## src/rtl/imm_encoder.sv

```systemverilog
// imm_encoder: packs opcode/funct3/register/immediate fields into 32-bit
// RV64 I-, S- or B-type instruction words. It flags immediates that do not
// fit the target format, and flags unsupported opcodes.
// The design is a two-stage valid/ready pipeline with a saturating error counter.
module imm_encoder #(
    parameter int CNT_W = 8
) (
    input  logic                clk,
    input  logic                rst_n,
    input  logic                in_valid,
    output logic                in_ready,
    input  logic [6:0]          opcode,
    input  logic [2:0]          funct3,
    input  logic [4:0]          rd,
    input  logic [4:0]          rs1,
    input  logic [4:0]          rs2,
    input  logic signed [63:0]  imm,
    output logic                out_valid,
    input  logic                out_ready,
    output logic [31:0]         instr,
    output logic                out_err,
    output logic [CNT_W-1:0]    err_count
);

    typedef enum logic [1:0] {
        FMT_I   = 2'd0,
        FMT_S   = 2'd1,
        FMT_B   = 2'd2,
        FMT_BAD = 2'd3
    } fmt_e;

    // Map an opcode to the instruction format it is encoded with.
    function automatic fmt_e fmt_of(input logic [6:0] op);
        fmt_e f;
        case (op)
            7'b0000011,
            7'b0010011: f = FMT_I;
            7'b0100011: f = FMT_S;
            7'b1100011: f = FMT_B;
            default:    f = FMT_BAD;
        endcase
        return f;
    endfunction

    // Counter increment that holds at all-ones instead of wrapping.
    function automatic logic [CNT_W-1:0] sat_inc(input logic [CNT_W-1:0] c);
        return (&c) ? c : c + CNT_W'(1);
    endfunction

    logic        s1_v;
    logic        s2_v;
    logic        in_fire;
    logic        s2_load;
    logic        out_fire;
    logic        fits12;
    logic        fits13;
    logic [31:0] enc_word_p0;
    logic        enc_err_p0;
    logic [31:0] word_p1;
    logic        err_p1;

    // Handshake: S1 can take a request whenever it is empty or is draining.
    assign in_ready  = !s1_v || !s2_v || out_ready;
    assign in_fire   = in_valid && in_ready;
    assign s2_load   = s1_v && (!s2_v || out_ready);
    assign out_fire  = s2_v && out_ready;
    assign out_valid = s2_v;

    // Range checks: a value fits in N signed bits when every bit above N-1 matches the sign.
    assign fits12 = (imm[63:11] == '0) || (imm[63:11] == '1);
    assign fits13 = (imm[63:12] == '0) || (imm[63:12] == '1);

    // Format selection, legality and field packing for the incoming request.
    always_comb begin
        enc_word_p0 = '0;
        enc_err_p0  = 1'b0;
        case (fmt_of(opcode))
            FMT_I: begin
                if (fits12) enc_word_p0 = {imm[11:0], rs1, funct3, rd, opcode};
                else        enc_err_p0  = 1'b1;
            end
            FMT_S: begin
                if (fits12) enc_word_p0 = {imm[11:5], rs2, rs1, funct3, imm[4:0], opcode};
                else        enc_err_p0  = 1'b1;
            end
            FMT_B: begin
                if (fits13 && !imm[0])
                    enc_word_p0 = {imm[12], imm[10:5], rs2, rs1, funct3, imm[4:1], imm[11], opcode};
                else
                    enc_err_p0  = 1'b1;
            end
            default: enc_err_p0 = 1'b1;
        endcase
    end

    // ---- S1: capture request result ----
    // S1 occupancy: filled on acceptance, emptied when its word moves to S2.
    always_ff @(posedge clk or negedge rst_n) begin
        if (!rst_n)       s1_v <= 1'b0;
        else if (in_fire) s1_v <= 1'b1;
        else if (s2_load) s1_v <= 1'b0;
    end

    // S1 payload; only meaningful while s1_v is set, so it needs no reset.
    always_ff @(posedge clk) begin
        if (in_fire) begin
            word_p1 <= enc_word_p0;
            err_p1  <= enc_err_p0;
        end
    end

    // ---- S2: output holding register ----
    // S2 loads from S1 when free or draining, and otherwise holds its word stable.
    always_ff @(posedge clk or negedge rst_n) begin
        if (!rst_n) begin
            s2_v    <= 1'b0;
            instr   <= '0;
            out_err <= 1'b0;
        end else if (s2_load) begin
            s2_v    <= 1'b1;
            instr   <= word_p1;
            out_err <= err_p1;
        end else if (out_fire) begin
            s2_v    <= 1'b0;
        end
    end

    // Error counter advances only when an errored word is handed to the consumer.
    always_ff @(posedge clk or negedge rst_n) begin
        if (!rst_n)                   err_count <= '0;
        else if (out_fire && out_err) err_count <= sat_inc(err_count);
    end

endmodule
```

## config.mk

```make
export PLATFORM = sky130hd
export DESIGN_NAME = imm_encoder
export DESIGN_NICKNAME = d
export VERILOG_FILES = /design/src/rtl/imm_encoder.sv
export SDC_FILE = /design/constraint.sdc
export NUM_CORES = 1
export LEC_CHECK = 0
export ABC_AREA = 1
export CORE_MARGIN = 5
export CORE_UTILIZATION = 50
export CTS_BUF_LIST = sky130_fd_sc_hd__clkbuf_16
export DETAILED_ROUTE_END_ITERATION = 6
export PLACE_DENSITY = 0.95
export SYNTH_ARGS = -nofsm -noshare
export SYNTH_HDL_FRONTEND = slang
export SYNTH_SLANG_ARGS = --single-unit
```

## constraint.sdc

```tcl
create_clock -name clk -period 5.1 [get_ports clk]
set_input_delay 1.02 -clock clk [delete_from_list [all_inputs] [get_ports clk]]
set_output_delay 1.02 -clock clk [all_outputs]
set_load 0.05 [all_outputs]
```

==> results of run 1 <==
-- power breakdown --
part	internal, uW	switching, uW	total [uW]
combinational	249	402	651
sequential	722	61.6	784
clock	327	240	567
total	1300	704	2000
-- cell usage in the layout (no fill, tap or decap), types with 2 or more instances in the layout --
master           instances
mux2_2                  33
nor3_1                   5
edfxtp_1                33
nand3b_1                 2
clkinv_2                 3
nand2_4                  2
nor2_1                  97
inv_1                   55
clkdlybuf4s50_1        134
nand3_1                 19
nand2_1                122
nor2_2                   3
nor4_1                   3
xor2_1                   5
nand4_1                 17
xnor2_1                  2
dfrtp_1                 43
nand2_2                 12
conb_1                   2
inv_2                   10
clkbuf_16                9
-- kinds of logic after synthesis --
kind of cell	share of synthesized area (%)
AOI/OAI and AO/OA	0.1850
buffers and inverters	7.121
and+or+nand+nor	30.70
muxes	9.155
xor gates and xnor gates	1.511
other	0.09239
adders and majority gates	0.3082
DFF	50.92
-- Yosys cell counts, drive strengths merged --
cell type    n  area share, %
nor2       101            9.5
xnor2        2           0.43
mux2        33            9.2
conb         1          0.092
o211ai       1           0.19
clkbuf       1          0.092
nand4       17            2.6
nand3b       2           0.37
nor3         6           0.86
nor4         3           0.46
nand2      136             14
nand3       21            3.0
inv         64            5.9
edfxtp      33             24
and2         1           0.15
dfrtp       43             27
buf          6            1.1
ha           1           0.31
xor2         5            1.1
-- registers in the layout, indices dropped and copies added, names as in the netlist --
name,flops
out_err,1
instr,32
out_valid,1
s1_v,1
err_count,8
word_p1,32
err_p1,1
-- how the worst min path moves through the flow --
stage / depth (start not counted) / start / endpoint / slack, ns
final: 1 / word_p1[15]$_DFFE_PP_ / instr[15]$_DFFE_PN0P_ / 0.47
after floorplan: 2 / s1_v$_DFFE_PN0P_ / out_valid$_DFFE_PN0P_ / 0.45
after global placement: 1 / word_p1[21]$_DFFE_PP_ / instr[21]$_DFFE_PN0P_ / 0.46
after CTS: 1 / word_p1[15]$_DFFE_PP_ / instr[15]$_DFFE_PN0P_ / 0.48
after detailed placement: 1 / word_p1[15]$_DFFE_PP_ / instr[15]$_DFFE_PN0P_ / 0.46
after global routing: 1 / word_p1[26]$_DFFE_PP_ / instr[26]$_DFFE_PN0P_ / 0.50
-- metal layers --
layer	global-route usage, %	up-vias	wire [um]
li1	-	1793	-
met1	26.85	1769	4392
met2	41.71	223	5810
met3	5.698	50	920
met4	12.12	0	506
met5	0	-	0
-- through the flow --
stage	power (uW)	hold slack, ns	setup WS [ns]	cells	cell area (um^2)
floorplan	1154	0.4477	2.080	478	4063
global placement	1416	0.4573	1.534	709	5503
detailed placement	1440	0.4645	1.421	709	5503
CTS	2015	0.4751	1.414	725	5772
global route	2079	0.4958	1.346	725	5772
finish	2002	0.4737	1.418	725	5772
-- final cells by class --
cell class	count	area, um^2
sequential	76	2067
fill	541	2036
multi-input combinational	331	1714
timing repair buffer	136	1354
inverter	64	240.2
clock buffer	9	225.2
tap	102	127.6
clock inverter	7	43.79
==> results.toml, run 1 <==
[timing]
fmax_mhz = 271.6
setup-violations-final = 0
skew_ns = 0.008481
slew_violations = 0
fin_tns_setup_ns = 0
finalHoldViolations = 0
maxSlewHeadroom_pct = 13.51
min_period_ns = 3.682
worst_pin_slew_ns = 1.293
fin_crit_sh_pct = 72.20
rsz0062_at_grt = "false"

[synthesis]
syn_avg_cell_area_um2 = 8.509
ys_ff_latch = 76
ys_warn_count = 0
ys_types = 27
syn_area_mm2 = 0.004059
synth_cells = 477
yosysSeqAreaShare_pct = 50.92

[final_layout]
areaGrowthSynthToFinish_pct = 42.20
drive_above_1_share_pct = 13.00
diodes = 0
fin_util_pct = 73.93
nNetsFinal = 712

[setup_path]
cp_num_cells = 6
required_ns = 4.08
worstSetupPathType = "in -> out"
critPathCapture = "in_ready"
worstSetupStartpoint = "out_ready"
path_delay_family = "buffers and inverters"
worstPathCellList = "clkdlybuf4s50_1 -> inv_1 -> nand2_1 -> nor2_1 -> inv_1 -> clkdlybuf4s50_1"
startpoint_type = "input pin"
r2r_start = "out_valid$_DFFE_PN0P_"
max_stage_delay_ns = 0.71
rrSetupSlack_ns = 2.98
r2r_cells = 4
cp-end-kind = "output port"
crit_slowest_cell = "clkdlybuf4s50_1"
crit_arrival_ns = 2.66
r2r-end = "instr[12]$_DFFE_PN0P_"
crit_buf_inv = 4
worstPathMaxFanout = 3

[clock_network]
holdBufCountCts = 0
cts_setup_buffers = 0
numCtsBuffers = 9
htree_levels = 3
cts_resized = 0
clock_latency_ns = 0.33
cts_buffer_depth = 2
cts_root_buf = "clkbuf_16"
clk_pin_slew_ns = 0.06
cts_sinks = 76
cts_tree = "yes"

[placed_design]
io_buffers = 135
dp_hpwl_um = 8329
place_congestion = 0.9108

[floorplanning]
initial_core_util_pct = 51.99
die_y_um = 100.1
dieWidth_um = 100.1
ios = 136
die_area_mm2 = 0.01002
core.rowCount = 32
core_area_mm2 = 0.007807

[detailed_routing]
first_iter_violations = 193
viasPerCell = 5.290
wl_per_cell_um = 16.04
dr_total_vias = 3835
finalWirelength_um = 11630
detail_route.first_pass.iterations = 6
detail-route-antenna-nets = 0
drc = 0

[power_and_ir_drop]
p_leak_uw = 0.002618
ir_drop_mv = 0.1676
p_per_area_mw_per_mm2 = 346.9

[global_routing]
grt_first_pass_wirelength_um = 18620
grt_max_degree = 44
grt.total_usage_pct = 23.76
grt_pass1_vias = 3940
grt_antenna_before_repair = 0
grt.overflow.total = 0

[worst_hold_path]
hold_class = "reg -> reg"

[run_status]
status = "finished clean"

[flow_run]
maxCapViolCount = 0
Note: power is estimated with default switching activity, not from simulation.
==> inputs of run 2 (changes only) <==
CORE_UTILIZATION = 42   (was 50)
PLACE_DENSITY = 0.87   (was 0.95)
clock period = 3.19 ns   (was 5.1 ns; I/O delays follow)
==> run 2 against run 1 <==
Net effect:
- die area grew 17%
- first-iteration DRC count grew 18%
- non-clock buffer count grew 3
- critical path type unchanged
- critical endpoint unchanged
==> results.toml, run 2 (synthesis results as in run 1) <==
[placed_design]
dp_hpwl_um = 8049
place_congestion = 0.8846
io_buffers = 135
placement.cell_area_mm2 = 0.005559
dp_cells = 739

[final_layout]
layout.cells.non_filler = 755
diodes = 0
areaGrowthSynthToFinish_pct = 43.43
nNetsFinal = 715
layout_common_cells = "134 x clkdlybuf4s50_1, 122 x nand2_1, 97 x nor2_1"
drive_above_1_share_pct = 13.10
nFillCells = 742
final_common_cell = "clkdlybuf4s50_1"
reg_top3 = "instr (32), word_p1 (32), err_count (8)"
final_area_mm2 = 0.005822

[run_status]
status = "finished clean"

[global_routing]
grt.total_usage_pct = 18.37
grt_pass1_vias = 3673
grt.overflow.total = 0
grt_first_pass_wirelength_um = 16950
grt_max_degree = 44
grt_antenna_before_repair = 0

[setup_path]
worstPathMaxFanout = 3
crit_arrival_ns = 2.23
required_ns = 2.55
cp-end-kind = "output port"
worstSetupPathType = "in -> out"
startpoint_type = "input pin"

[timing]
fmax_mhz = 349.0
fin_tns_setup_ns = 0
min_period_ns = 2.865
rsz0062_at_grt = "false"
hold_slack_ns = 0.4500
slew_violations = 0
worst_pin_slew_ns = 0.9482
skew_ns = 0.01038
setup-violations-final = 0
finalHoldViolations = 0
maxSlewHeadroom_pct = 36.78
fin_crit_sh_pct = 89.83

[detailed_routing]
top_layer = "met4"
drc = 0
first_iter_violations = 227
wl_met2_um = 5244
drt-met1-wl_um = 4255
wl_per_cell_um = 13.74
viasPerCell = 4.793
detail-route-antenna-nets = 0
dr_total_vias = 3619
detail_route.first_pass.iterations = 5
met3WireLength_um = 677
finalWirelength_um = 10370

[floorplanning]
die_area_mm2 = 0.01173
initial_core_util_pct = 43.51
ios = 136
dieWidth_um = 108.3
core.rowCount = 35
die_y_um = 108.3
core_area_mm2 = 0.009328

[clock_network]
cts_root_buf = "clkbuf_16"
cts_resized = 0
clock_latency_ns = 0.33
clk_pin_slew_ns = 0.06
cts_tree = "yes"
htree_levels = 3
numCtsBuffers = 9
holdBufCountCts = 0
cts_buffer_depth = 2
cts_setup_buffers = 0
cts_sinks = 76

[worst_hold_path]
hold_class = "in -> async"

[power_and_ir_drop]
p_leak_uw = 0.002639
p_per_area_mw_per_mm2 = 545.1
ir_drop_mv = 0.3473

[flow_run]
maxCapViolCount = 0
[run 2: changes by cell type in the layout (fill, tap and decap cells not counted), sizes merged]
cell and delta:
buf +3, inv +3, clkinv -2, clkinvlp -1
[run 2: power by group]
part	switching, uW	internal, uW
logic	634	397
clock network	373	518
registers	96.2	1150
[run 2: worst max-delay path: stages]
cell and delay (ns):
clkdlybuf4s50_1 0.40, inv_1 0.08, nand2_1 0.09, nor2_1 0.22, inv_1 0.09, clkdlybuf4s50_1 0.71
[run 2: per-layer routing]
metal / vias to the layer above / track usage, %
li1: 1800 / -
met5: - / 0
met2: 148 / 31.84
met3: 20 / 4.657
met4: 0 / 7.394
met1: 1651 / 21.79
[run 2: area by class of cell]
class	count	area (um^2)	area share (%)
well taps	129	161.4	2.772
clock inverters	7	37.54	0.6447
repair buffers	139	1376	23.64
clock buffers	9	225.2	3.868
multi-input cells	331	1714	29.44
flip-flops and latches	76	2067	35.50
inverters	64	240.2	4.126
[run 2: worst paths after layout]
| path | startpoint | endpoint | slack (ns) | depth (start not counted) |
|---|---|---|---|---|
| setup / recovery | out_ready | in_ready | 0.32 | 6 |
| hold / removal | rst_n | instr[19]$_DFFE_PN0P_ | 0.45 | 1 |
| setup reg to reg | err_count[0]$_DFFE_PN0P_ | err_count[7]$_DFFE_PN0P_ | 1.29 | 9 |
| hold reg to reg | word_p1[4]$_DFFE_PP_ | instr[4]$_DFFE_PN0P_ | 0.47 | 1 |
| max in group asynchronous | rst_n | instr[13]$_DFFE_PN0P_ | 2.14 | 1 |
| min in group clk | word_p1[4]$_DFFE_PP_ | instr[4]$_DFFE_PN0P_ | 0.47 | 1 |
[run 2: metrics by stage]
stage / util (%) / power (uW) / setup slack, ns
after floorplan: - / 1845 / 0.5515
after global placement: 59.60 / 2265 / 0.3866
after detailed placement: 59.60 / 2299 / 0.3283
after CTS: 62.41 / 3200 / 0.3238
after global routing: 62.41 / 3323 / 0.2188
final: 62.41 / 3174 / 0.3245
==> inputs of run 3 (changes only) <==
--- a/config.mk
+++ b/config.mk
@@ -7,8 +7,7 @@
 export LEC_CHECK = 0
-export ABC_AREA = 1
 export CORE_MARGIN = 5
-export CORE_UTILIZATION = 42
+export CORE_UTILIZATION = 38
 export CTS_BUF_LIST = sky130_fd_sc_hd__clkbuf_16
 export DETAILED_ROUTE_END_ITERATION = 6
-export PLACE_DENSITY = 0.87
+export PLACE_DENSITY = 0.86
 export SYNTH_ARGS = -nofsm -noshare
--- a/constraint.sdc
+++ b/constraint.sdc
@@ -3,2 +3,2 @@
 set_output_delay 0.638 -clock clk [all_outputs]
-set_load 0.05 [all_outputs]
+set_load 0.005 [all_outputs]
==> run 3 against run 2 <==
Net effect:
- combinational power shrank 47%
- critical path depth grew 1
- count of clock-buffer cells in the layout is the same
- non-clock buffer count rose by 1
- via count is 32% lower
- synthesized area shrank 21%
- clock power up 19%
- final area down 14%
- clock skew decreased by 0.0031 ns
- critical path type is now in -> reg
- largest power group unchanged
==> results.toml, run 3 <==
[run_status]
status = "finished clean"

[synthesis]
synth_top_area_cell = "dfrtp_1"
ys_warn_count = 0
yosysSeqAreaShare_pct = 64.41
synth_most_common_cell = "dfrtp_1"
synth_edf_count = 33
synth_top_area_share_pct = 33.53
synth_ff_type = "dfrtp_1"
syn_area_mm2 = 0.003209
synth_commonest_cells = "43 x dfrtp_1, 35 x mux2_2, 33 x edfxtp_1, 21 x nand4_1, 16 x and2_1"
syn_avg_cell_area_um2 = 14.46
ys_types = 34
ys_ff_latch = 76
synth_cells = 222
synthArstFlopShare_pct = 56.58
synthTopCellsByArea = "dfrtp_1 34%, edfxtp_1 31%, mux2_2 12%"

[floorplanning]
dieWidth_um = 101.9
core_area_mm2 = 0.008217
die_y_um = 101.9
ios = 136
initial_core_util_pct = 39.06
core.rowCount = 33
die_area_mm2 = 0.01038

[setup_path]
startpoint_type = "input pin"
crit_arrival_ns = 3.10
required_ns = 3.39
r2r_start = "err_count[2]$_DFFE_PN0P_"
worstSetupPathType = "in -> reg"
crit_slowest_cell = "or4_4"
worstPathCellList = "clkdlybuf4s50_1 -> nor4_1 -> nand4_1 -> or4_4 -> a2111oi_4 -> a21o_1 -> a22o_1"
worstPathMaxFanout = 10
worstSetupStartpoint = "imm[16]"
max_stage_delay_ns = 0.55
crit_buf_inv = 1
cp-end-kind = "flip-flop"
path_delay_family = "simple AND/OR/NAND/NOR gates"

[worst_hold_path]
hold_class = "in -> async"

[timing]
setup-violations-final = 0
fmax_mhz = 345.6
fin_tns_setup_ns = 0
skew_ns = 0.007251
hold_slack_ns = 0.4622
maxSlewHeadroom_pct = 35.91
rsz0062_at_grt = "false"
fin_crit_sh_pct = 90.70
min_period_ns = 2.893
layout_setup_ws_ns = 0.2965
finalHoldViolations = 0
worst_pin_slew_ns = 0.9613
slew_violations = 0

[final_layout]
drive_above_1_share_pct = 16.58
layout.cells.non_filler = 479
layout_common_cells = "134 x clkdlybuf4s50_1, 43 x dfrtp_1, 35 x mux2_2"
diodes = 0
nFillCells = 657
final_common_cell = "clkdlybuf4s50_1"
nNetsFinal = 463
areaGrowthSynthToFinish_pct = 56.37
fin_util_pct = 61.08
reg_top3 = "instr (32), word_p1 (32), err_count (8)"

[detailed_routing]
detail-route-antenna-nets = 0
wl_per_cell_um = 17.06
finalWirelength_um = 8171
first_iter_violations = 48
dr_total_vias = 2469
drc = 0
viasPerCell = 5.154
detail_route.first_pass.iterations = 4

[clock_network]
cts_root_buf = "clkbuf_16"
cts_buffer_depth = 2
cts_sinks = 76
cts_setup_buffers = 0
holdBufCountCts = 0
htree_levels = 3
cts_resized = 0
numCtsBuffers = 9
cts_tree = "yes"
clock_latency_ns = 0.33
clk_pin_slew_ns = 0.06

[global_routing]
grt_max_degree = 44
grt_antenna_before_repair = 0
grt.overflow.total = 0
grt_first_pass_wirelength_um = 12680
grt.total_usage_pct = 16.29
grt_pass1_vias = 2663

[placed_design]
io_buffers = 135
dp_hpwl_um = 6292
place_congestion = 0.8375
dp_slack_ns = -0.005229
dp_cells = 463

[power_and_ir_drop]
ir_drop_mv = 0.2423
p_leak_uw = 0.001938
p_per_area_mw_per_mm2 = 567.8

[flow_run]
maxCapViolCount = 0
run 3: final cells by class:
type / instances / area, um^2 / share of cell area [%]
flip-flops and latches: 76 / 2067 / 41.19
repair buffers: 140 / 1384 / 27.57
multi-input cells: 139 / 1106 / 22.04
clock buffers: 9 / 225.2 / 4.488
well taps: 105 / 131.4 / 2.618
clock inverters: 7 / 93.84 / 1.870
inverters: 3 / 11.26 / 0.2244
run 3: cells by family (layout without fill, tap and decap cells):
family                   count (synthesis)  count (layout)  synth area share [%]
XOR/XNOR                                 7               7                 1.910
flip-flops                              76              76                 64.41
adder cells (fa/ha/maj)                  1               1                0.3898
AO/OA/AOI/OAI                           16              16                 4.562
buffers and inverters                    8             159                 1.287
AND/OR/NAND/NOR                         76              76                 14.43
multiplexers                            37              37                 12.90
other                                    1               2                0.1168
run 3: routing by layer:
metal / GRT usage, % / part of all wire (%) / wire length, um / vias up
li1: - / - / - / 1150
met1: 16.80 / 35 / 2845 / 1186
met2: 29.43 / 53 / 4341 / 121
met3: 6.280 / 9.7 / 792 / 12
met4: 6.963 / 2.3 / 191 / 0
met5: 0 / 0 / 0 / -
run 3: power breakdown:
part | leakage (uW) | internal (uW) | switching, uW
clock | 0.000157 | 682 | 380
sequential | 0.000853 | 1150 | 89.5
combinational | 0.000929 | 372 | 178
total | 0.00194 | 2200 | 647
run 3: per-stage QoR:
stage                     area [um^2]  power [uW]
final                            5019        2849
after global routing             5019        2983
after CTS                        5019        2895
after detailed placement         4700        1816
after global placement           4700        1792
after floorplan                  3213        1408
run 3: worst paths after layout:
| check | cells past startpoint | to | slack [ns] |
|---|---|---|---|
| max in group asynchronous | 1 | instr[29]$_DFFE_PN0P_ | 2.13 |
| min in group clk | 1 | instr[31]$_DFFE_PN0P_ | 0.47 |
| min reg2reg | 1 | instr[31]$_DFFE_PN0P_ | 0.47 |
| max | 7 | word_p1[22]$_DFFE_PP_ | 0.30 |
| max reg2reg | 5 | err_count[7]$_DFFE_PN0P_ | 1.22 |
| min | 1 | err_count[5]$_DFFE_PN0P_ | 0.46 |
